## config.mk

```make
export PLATFORM = sky130hd
export DESIGN_NAME = regfile_sequencer
export DESIGN_NICKNAME = d
export VERILOG_FILES = /design/src/rtl/regfile_seq_pkg.sv /design/src/rtl/regfile_seq_alu.sv /design/src/rtl/regfile_sequencer.sv
export SDC_FILE = /design/constraint.sdc
export NUM_CORES = 1
export LEC_CHECK = 0
export ABC_AREA = 1
export CORE_AREA = 10 10 114 116
export CTS_CLUSTER_SIZE = 28
export DETAILED_ROUTE_END_ITERATION = 12
export DIE_AREA = 0 0 124 126
export PLACE_DENSITY_LB_ADDON = 0.25
export REMOVE_ABC_BUFFERS = 1
export SETUP_SLACK_MARGIN = 0.4
export SLEW_MARGIN = 25
export SYNTH_ARGS = -nofsm -noshare
export SYNTH_HDL_FRONTEND = slang
export SYNTH_SLANG_ARGS = --single-unit
```

## constraint.sdc

```tcl
create_clock -name Clk -period 1.8 [get_ports Clk]
set_input_delay 0.36 -clock Clk [delete_from_list [all_inputs] [get_ports Clk]]
set_output_delay 0.36 -clock Clk [all_outputs]
set_load 0.05 [all_outputs]
```

## src/rtl/regfile_seq_pkg.sv

```systemverilog
// rtl/regfile_seq_pkg.sv - shared opcodes, FSM states and width defaults for regfile_sequencer
package regfile_seq_pkg;

  localparam int DW_DEFAULT = 8;
  localparam int AW_DEFAULT = 3;

  localparam logic [2:0] OP_ADD  = 3'b000;
  localparam logic [2:0] OP_SUB  = 3'b001;
  localparam logic [2:0] OP_AND  = 3'b010;
  localparam logic [2:0] OP_OR   = 3'b011;
  localparam logic [2:0] OP_XOR  = 3'b100;
  localparam logic [2:0] OP_SLT  = 3'b101;
  localparam logic [2:0] OP_LDI  = 3'b110;
  localparam logic [2:0] OP_ADDI = 3'b111;

  typedef enum logic [2:0] {
    ST_INIT = 3'd0,
    ST_IDLE = 3'd1,
    ST_EXEC = 3'd2,
    ST_WB   = 3'd3,
    ST_RESP = 3'd4
  } state_e;

endpackage

```

## src/rtl/regfile_seq_alu.sv

```systemverilog
// rtl/regfile_seq_alu.sv - combinational ALU for regfile_sequencer
// REGFILE_SEQ_SAT_EN: ADD/ADDI clamp high on carry, SUB clamps to zero on borrow.
module regfile_seq_alu
  import regfile_seq_pkg::*;
#(
  parameter int DW = DW_DEFAULT
) (
  input  logic [2:0]    op,
  input  logic [DW-1:0] a,
  input  logic [DW-1:0] b,
  input  logic [DW-1:0] imm,
  output logic [DW-1:0] result,
  output logic          zero,
  output logic          carry
);

  logic [DW:0] sum_ab;
  logic [DW:0] diff_ab;
  logic [DW:0] sum_ai;

  assign sum_ab  = {1'b0, a} + {1'b0, b};
  assign diff_ab = {1'b0, a} - {1'b0, b};
  assign sum_ai  = {1'b0, a} + {1'b0, imm};

  // carry always reports the raw carry/borrow, even when the result is clamped
  always_comb begin
    result = '0;
    carry  = 1'b0;
    case (op)
      OP_ADD: begin
        result = sum_ab[DW-1:0];
        carry  = sum_ab[DW];
`ifdef REGFILE_SEQ_SAT_EN
        if (sum_ab[DW]) result = '1;
`endif
      end
      OP_SUB: begin
        result = diff_ab[DW-1:0];
        carry  = diff_ab[DW];
`ifdef REGFILE_SEQ_SAT_EN
        if (diff_ab[DW]) result = '0;
`endif
      end
      OP_AND:  result = a & b;
      OP_OR:   result = a | b;
      OP_XOR:  result = a ^ b;
      OP_SLT:  result = {{(DW-1){1'b0}}, (a < b)};
      OP_LDI:  result = imm;
      OP_ADDI: begin
        result = sum_ai[DW-1:0];
        carry  = sum_ai[DW];
`ifdef REGFILE_SEQ_SAT_EN
        if (sum_ai[DW]) result = '1;
`endif
      end
      default: result = '0;
    endcase
  end

  assign zero = (result == '0);

endmodule

```

## src/rtl/regfile_sequencer.sv

```systemverilog
// rtl/regfile_sequencer.sv - instruction sequencer driving the 8x8 register file
// Optional ALU saturation selected by REGFILE_SEQ_SAT_EN.
module regfile_sequencer
  import regfile_seq_pkg::*;
#(
  parameter int DW = DW_DEFAULT,
  parameter int AW = AW_DEFAULT
) (
  input  logic          Clk,
  input  logic          Rst,
  input  logic          in_valid,
  output logic          in_ready,
  input  logic [2:0]    op,
  input  logic [AW-1:0] rd,
  input  logic [AW-1:0] rs,
  input  logic [AW-1:0] rt,
  input  logic [DW-1:0] imm,
  output logic          WEN,
  output logic [AW-1:0] RW,
  output logic [DW-1:0] busW,
  output logic [AW-1:0] RX,
  output logic [AW-1:0] RY,
  input  logic [DW-1:0] busX,
  input  logic [DW-1:0] busY,
  output logic          out_valid,
  input  logic          out_ready,
  output logic [DW-1:0] out_data,
  output logic          out_zero,
  output logic          out_carry
);

  state_e        state_q, state_d;
  logic [2:0]    op_q;
  logic [AW-1:0] rd_q, rs_q, rt_q;
  logic [DW-1:0] imm_q;
  logic [DW-1:0] result_q;
  logic          zero_q, carry_q;
  logic          in_ready_q, in_ready_d;
  logic          wen_q, wen_d;
  logic          out_valid_q, out_valid_d;
  logic          capture_en, result_en;

  logic [DW-1:0] alu_result;
  logic          alu_zero, alu_carry;

  regfile_seq_alu #(.DW(DW)) u_alu (
    .op     (op_q),
    .a      (busX),
    .b      (busY),
    .imm    (imm_q),
    .result (alu_result),
    .zero   (alu_zero),
    .carry  (alu_carry)
  );

  always_comb begin
    state_d    = state_q;
    capture_en = 1'b0;
    result_en  = 1'b0;
    case (state_q)
      ST_INIT: state_d = ST_IDLE;
      ST_IDLE: begin
        if (in_valid) begin
          state_d    = ST_EXEC;
          capture_en = 1'b1;
        end
      end
      ST_EXEC: begin
        state_d   = ST_WB;
        result_en = 1'b1;
      end
      ST_WB:   state_d = ST_RESP;
      ST_RESP: if (out_ready) state_d = ST_IDLE;
      default: state_d = ST_INIT;
    endcase
    // outputs are decoded from the next state so they register alongside it
    in_ready_d  = (state_d == ST_IDLE);
    out_valid_d = (state_d == ST_RESP);
    wen_d       = (state_d == ST_WB) && (rd_q != '0);
  end

  always_ff @(posedge Clk or posedge Rst) begin
    if (Rst) begin
      state_q     <= ST_INIT;
      op_q        <= '0;
      rd_q        <= '0;
      rs_q        <= '0;
      rt_q        <= '0;
      imm_q       <= '0;
      result_q    <= '0;
      zero_q      <= 1'b0;
      carry_q     <= 1'b0;
      in_ready_q  <= 1'b0;
      wen_q       <= 1'b0;
      out_valid_q <= 1'b0;
    end else begin
      state_q     <= state_d;
      in_ready_q  <= in_ready_d;
      wen_q       <= wen_d;
      out_valid_q <= out_valid_d;
      if (capture_en) begin
        op_q  <= op;
        rd_q  <= rd;
        rs_q  <= rs;
        rt_q  <= rt;
        imm_q <= imm;
      end
      if (result_en) begin
        result_q <= alu_result;
        zero_q   <= alu_zero;
        carry_q  <= alu_carry;
      end
    end
  end

  // read/write addresses only change at accept, so they hold between instructions
  assign RX        = rs_q;
  assign RY        = rt_q;
  assign RW        = rd_q;
  assign WEN       = wen_q;
  assign busW      = result_q;
  assign in_ready  = in_ready_q;
  assign out_valid = out_valid_q;
  assign out_data  = result_q;
  assign out_zero  = zero_q;
  assign out_carry = carry_q;

endmodule

```

==> impl_results.md <==
* Status: complete, but fails checks
* Failing checks: setup timing
* Yosys cell types at 27
* Hold Crit Class: reg2reg
* Fin crit share at 107%
* Tightest Pin Transition at about 0.47 ns
* R2R depth at 15
* Clock transition at path regs at 0.07 ns
* #FFs+latches synth at 36
* CP Capture Type: flip-flop
* Mapped cell area at roughly 0.0031 mm2
* H-tree depth at 2
* CTS Buffer Depth at 2
* Num rows at 38
* Die height at 126 um
* Diodes inserted at 0
* Die footprint at about 0.016 mm2
* Synth warn at 0
* WS Path Type: reg2reg
* End point of the critical path: out_zero
* Initial antenna violation count at 0
* R2r setup slk at -0.13 ns
* Avg Vias per Cell at 4.62
* Cell Pwr Density at between 1000 and 1500 mW/mm2
* Clk Tree Root Cell: clkbuf_8
* Synth top area share at between 20% and 30%
* Ports at 70
* Post-Synth Adder-Cell Area at roughly 15%
* CP startpoint: imm_q[0]
* Post-DP HPWL at ~8.5 mm
* RR Startpoint: imm_q[0]
* Tot GR Track Use at 14.0%
* Final net count at between 700 and 800
* GP Congestion at 0.909
* Overflow after GRT at 0
* Vias in the first global route at 3,652
* Core area at 0.0107 mm2
* Share of cells above drive strength 1 at between 40% and 50%
* # DRC at 0
* Vias at approximately 3,600
* NetSw at roughly 4 mW
* Post-Synth XOR/XNOR Area at less than 1%
* Area occupied by registers at ~900 um2
* CTS Buf Count at 5
* Leading cell types by total area after synthesis: dfrtp_1, nand2_1, ha_1
* Final hold vios at 0
* Pin count of the biggest net entering global routing at 37
* Worst Path Required at just over 2 ns
* Synth Instances at 479
* Setup crit start kind: flip-flop
* Routed wire per std cell at 14.3 um
* Clk_lat worst skew at ~0.28 ns
* First-pass GRT wire length at roughly 18 mm
* Leakage dissipation at 2.65 nW
* Clk_skew at ~0.0057 ns
* PortBufs at approximately 70
* Top-count cell post-synth: nand2_1
* Post-synthesis compound-gate area fraction at 6.97%
* Switching share of total power at between 50% and 60%
* Multi-input logic area at ~0.0023 mm2
* P_int at between 3 and 4 mW
* FFs w/ async S/R, synth at 100%
* Part of the power in the clock network at just under 9%
* Final setup fails at 3
* Unrepaired setup endpoints after global routing: true
* Sequential share of the synthesized area at between 20 and 30%
* Post-synthesis mux area share at 0%
* Max cap viols at 0
* Die Wd at between 100 and 150 um
* Peak VDD IR at 901 uV
* Post-synth EDFFs at 0
* Setup ws final at -0.135 ns
* Initial cell density of the core at 29.3%
* Seq pwr share at 19.6%
* Final hold slack at 0.479 ns
* Area Growth Syn to Fin at 66.0%
* Syn_area_per_cell at approximately 6.6 um2
* Largest family of logic cells by synthesized area: simple AND/OR/NAND/NOR gates
* Worst Path Max Fanout at 3
* Fillcell total at about 1,100
* Routed wire length at ~11 mm
* Slew headroom at between 60% and 70%
* Post-route minimum period at between 1.5 and 2 ns
* Max Clock Freq at 517 MHz
* CTS tree: yes
* Hold buffers post-CTS at 0
* Largest area contributor in the netlist: dfrtp_1
* Antenna Nets Post-Route at 0
* Drt first pass iters at 6
* Simple-Gate Fraction of Synth Area at between 30% and 40%
* Final slew viol count at 0
* Comb pwr share at a little under three quarters
* Most used DFF post-synth: dfrtp_1
* FF-to-FF End: out_zero
* Iteration-0 DRC Markers at around 170
* Synth top cells by count: nand2_1, inv_1, nand3_1
* # clock sinks at 36
* Tot Pwr at just under 8 mW
* Crit path DAT at roughly 2.2 ns
* Final instance area at 0.00521 mm2
* Placed cell area at between 0.004 and 0.005 mm2
## final cells by class
| class | count | share of cell area (%) |
|---|---|---|
| Multi-Input combinational cell | 342 | 44.6 |
| Timing Repair Buffer | 163 | 26.4 |
| Tap cell | 140 | 3.36 |
| Inverter | 82 | 6.03 |
| Clock buffer | 6 | 1.39 |
| Timing Repair inverter | 1 | 0.144 |
| Sequential cell | 36 | 17.3 |
| Clock inverter | 2 | 0.672 |
## cells by family after synthesis
logic type	after synthesis
adder cells (fa/ha/maj)	35
flip-flops	36
AND/OR/NAND/NOR	265
buffers and inverters	101
XOR/XNOR	1
AO/OA/AOI/OAI	41
## worst min-delay path by stage
| stage | startpoint | end | slack (ns) | cells past startpoint |
|---|---|---|---|---|
| after floorplan | imm_q[2] | imm_q[2] | 0.47 | 2 |
| after detailed placement | RX[2] | RX[2] | 0.46 | 2 |
| after global placement | RX[2] | RX[2] | 0.46 | 2 |
| final | RY[2] | RY[2] | 0.48 | 2 |
| after global routing | RX[0] | RX[0] | 0.51 | 2 |
| after CTS | RX[2] | RX[2] | 0.48 | 2 |
## cells in the final DEF, fill, tap and decap left out, types with 13 or more instances in the layout
cell and instances:
nand2_1 132, buf_4 107, inv_1 51, dfrtp_1 34, nand3_1 32, inv_2 29, nor2_1 28, clkdlybuf4s50_1 23
nand4_1 19, nand2_2 17, ha_4 17, ha_1 15, nand3_2 13, buf_6 13
## power by group through the flow
stage / Combinational, mW / Sequential [mW] / Clock [mW]
6_report: 5.54 / 1.52 / 0.692
5_1_grt: 5.99 / 1.58 / 0.751
4_1_cts: 5.28 / 1.53 / 0.711
3_5_place_dp: 4.64 / 1.48 / 0
3_3_place_gp: 4.61 / 1.47 / 0
2_1_floorplan: 1.69 / 2.54 / 0
## per-stage QoR
stage	utilization, %	worst slack [ns]	std cells	setup TNS, ns
6_report	48.7	-0.135	772	-0.320
5_1_grt	48.7	-0.312	772	-0.833
4_1_cts	47.5	-0.0770	770	-0.140
3_5_place_dp	41.2	-0.726	745	-6.28
3_3_place_gp	41.2	-0.788	745	-6.38
2_1_floorplan	-	-0.509	460	-5.17
## worst max-delay path: stages (launching register included)
cell and delay, ns:
dfrtp_1 0.42, ha_4 0.18, fa_2 0.38, inv_2 0.07
nand2_1 0.05, nand3_1 0.07, nand2_1 0.06, nor2_1 0.09
nand2_1 0.05, nand2_1 0.08, nand2_1 0.07, nor2_1 0.10
nand2_1 0.06, nor2_1 0.08, nand2_1 0.06, nand2_1 0.05
## state kept, by name, indices dropped and copies added (netlist names)
register / count
RY: 3
busW: 8
WEN: 1
in_ready: 1
out_valid: 1
RX: 3
imm_q: 8
op_q: 3
RW: 3
out_zero: 1
state_q: 3
out_carry: 1
## metal layers
layer / global-route usage [%] / vias up / share of wire, %
li1: - / 1818 / -
met1: 17.4 / 1640 / 43
met2: 24.3 / 100 / 50
met3: 2.68 / 10 / 5.8
met4: 2.85 / 0 / 1.3
met5: 0 / - / 0
## timing repair
action	CTS	global route
resized for setup	169	32
buffers inserted	15	2
pin swaps	46	33
cloned	2	0
endpoints found under the setup margin	14	21
(Power assumes the default switching activity.)
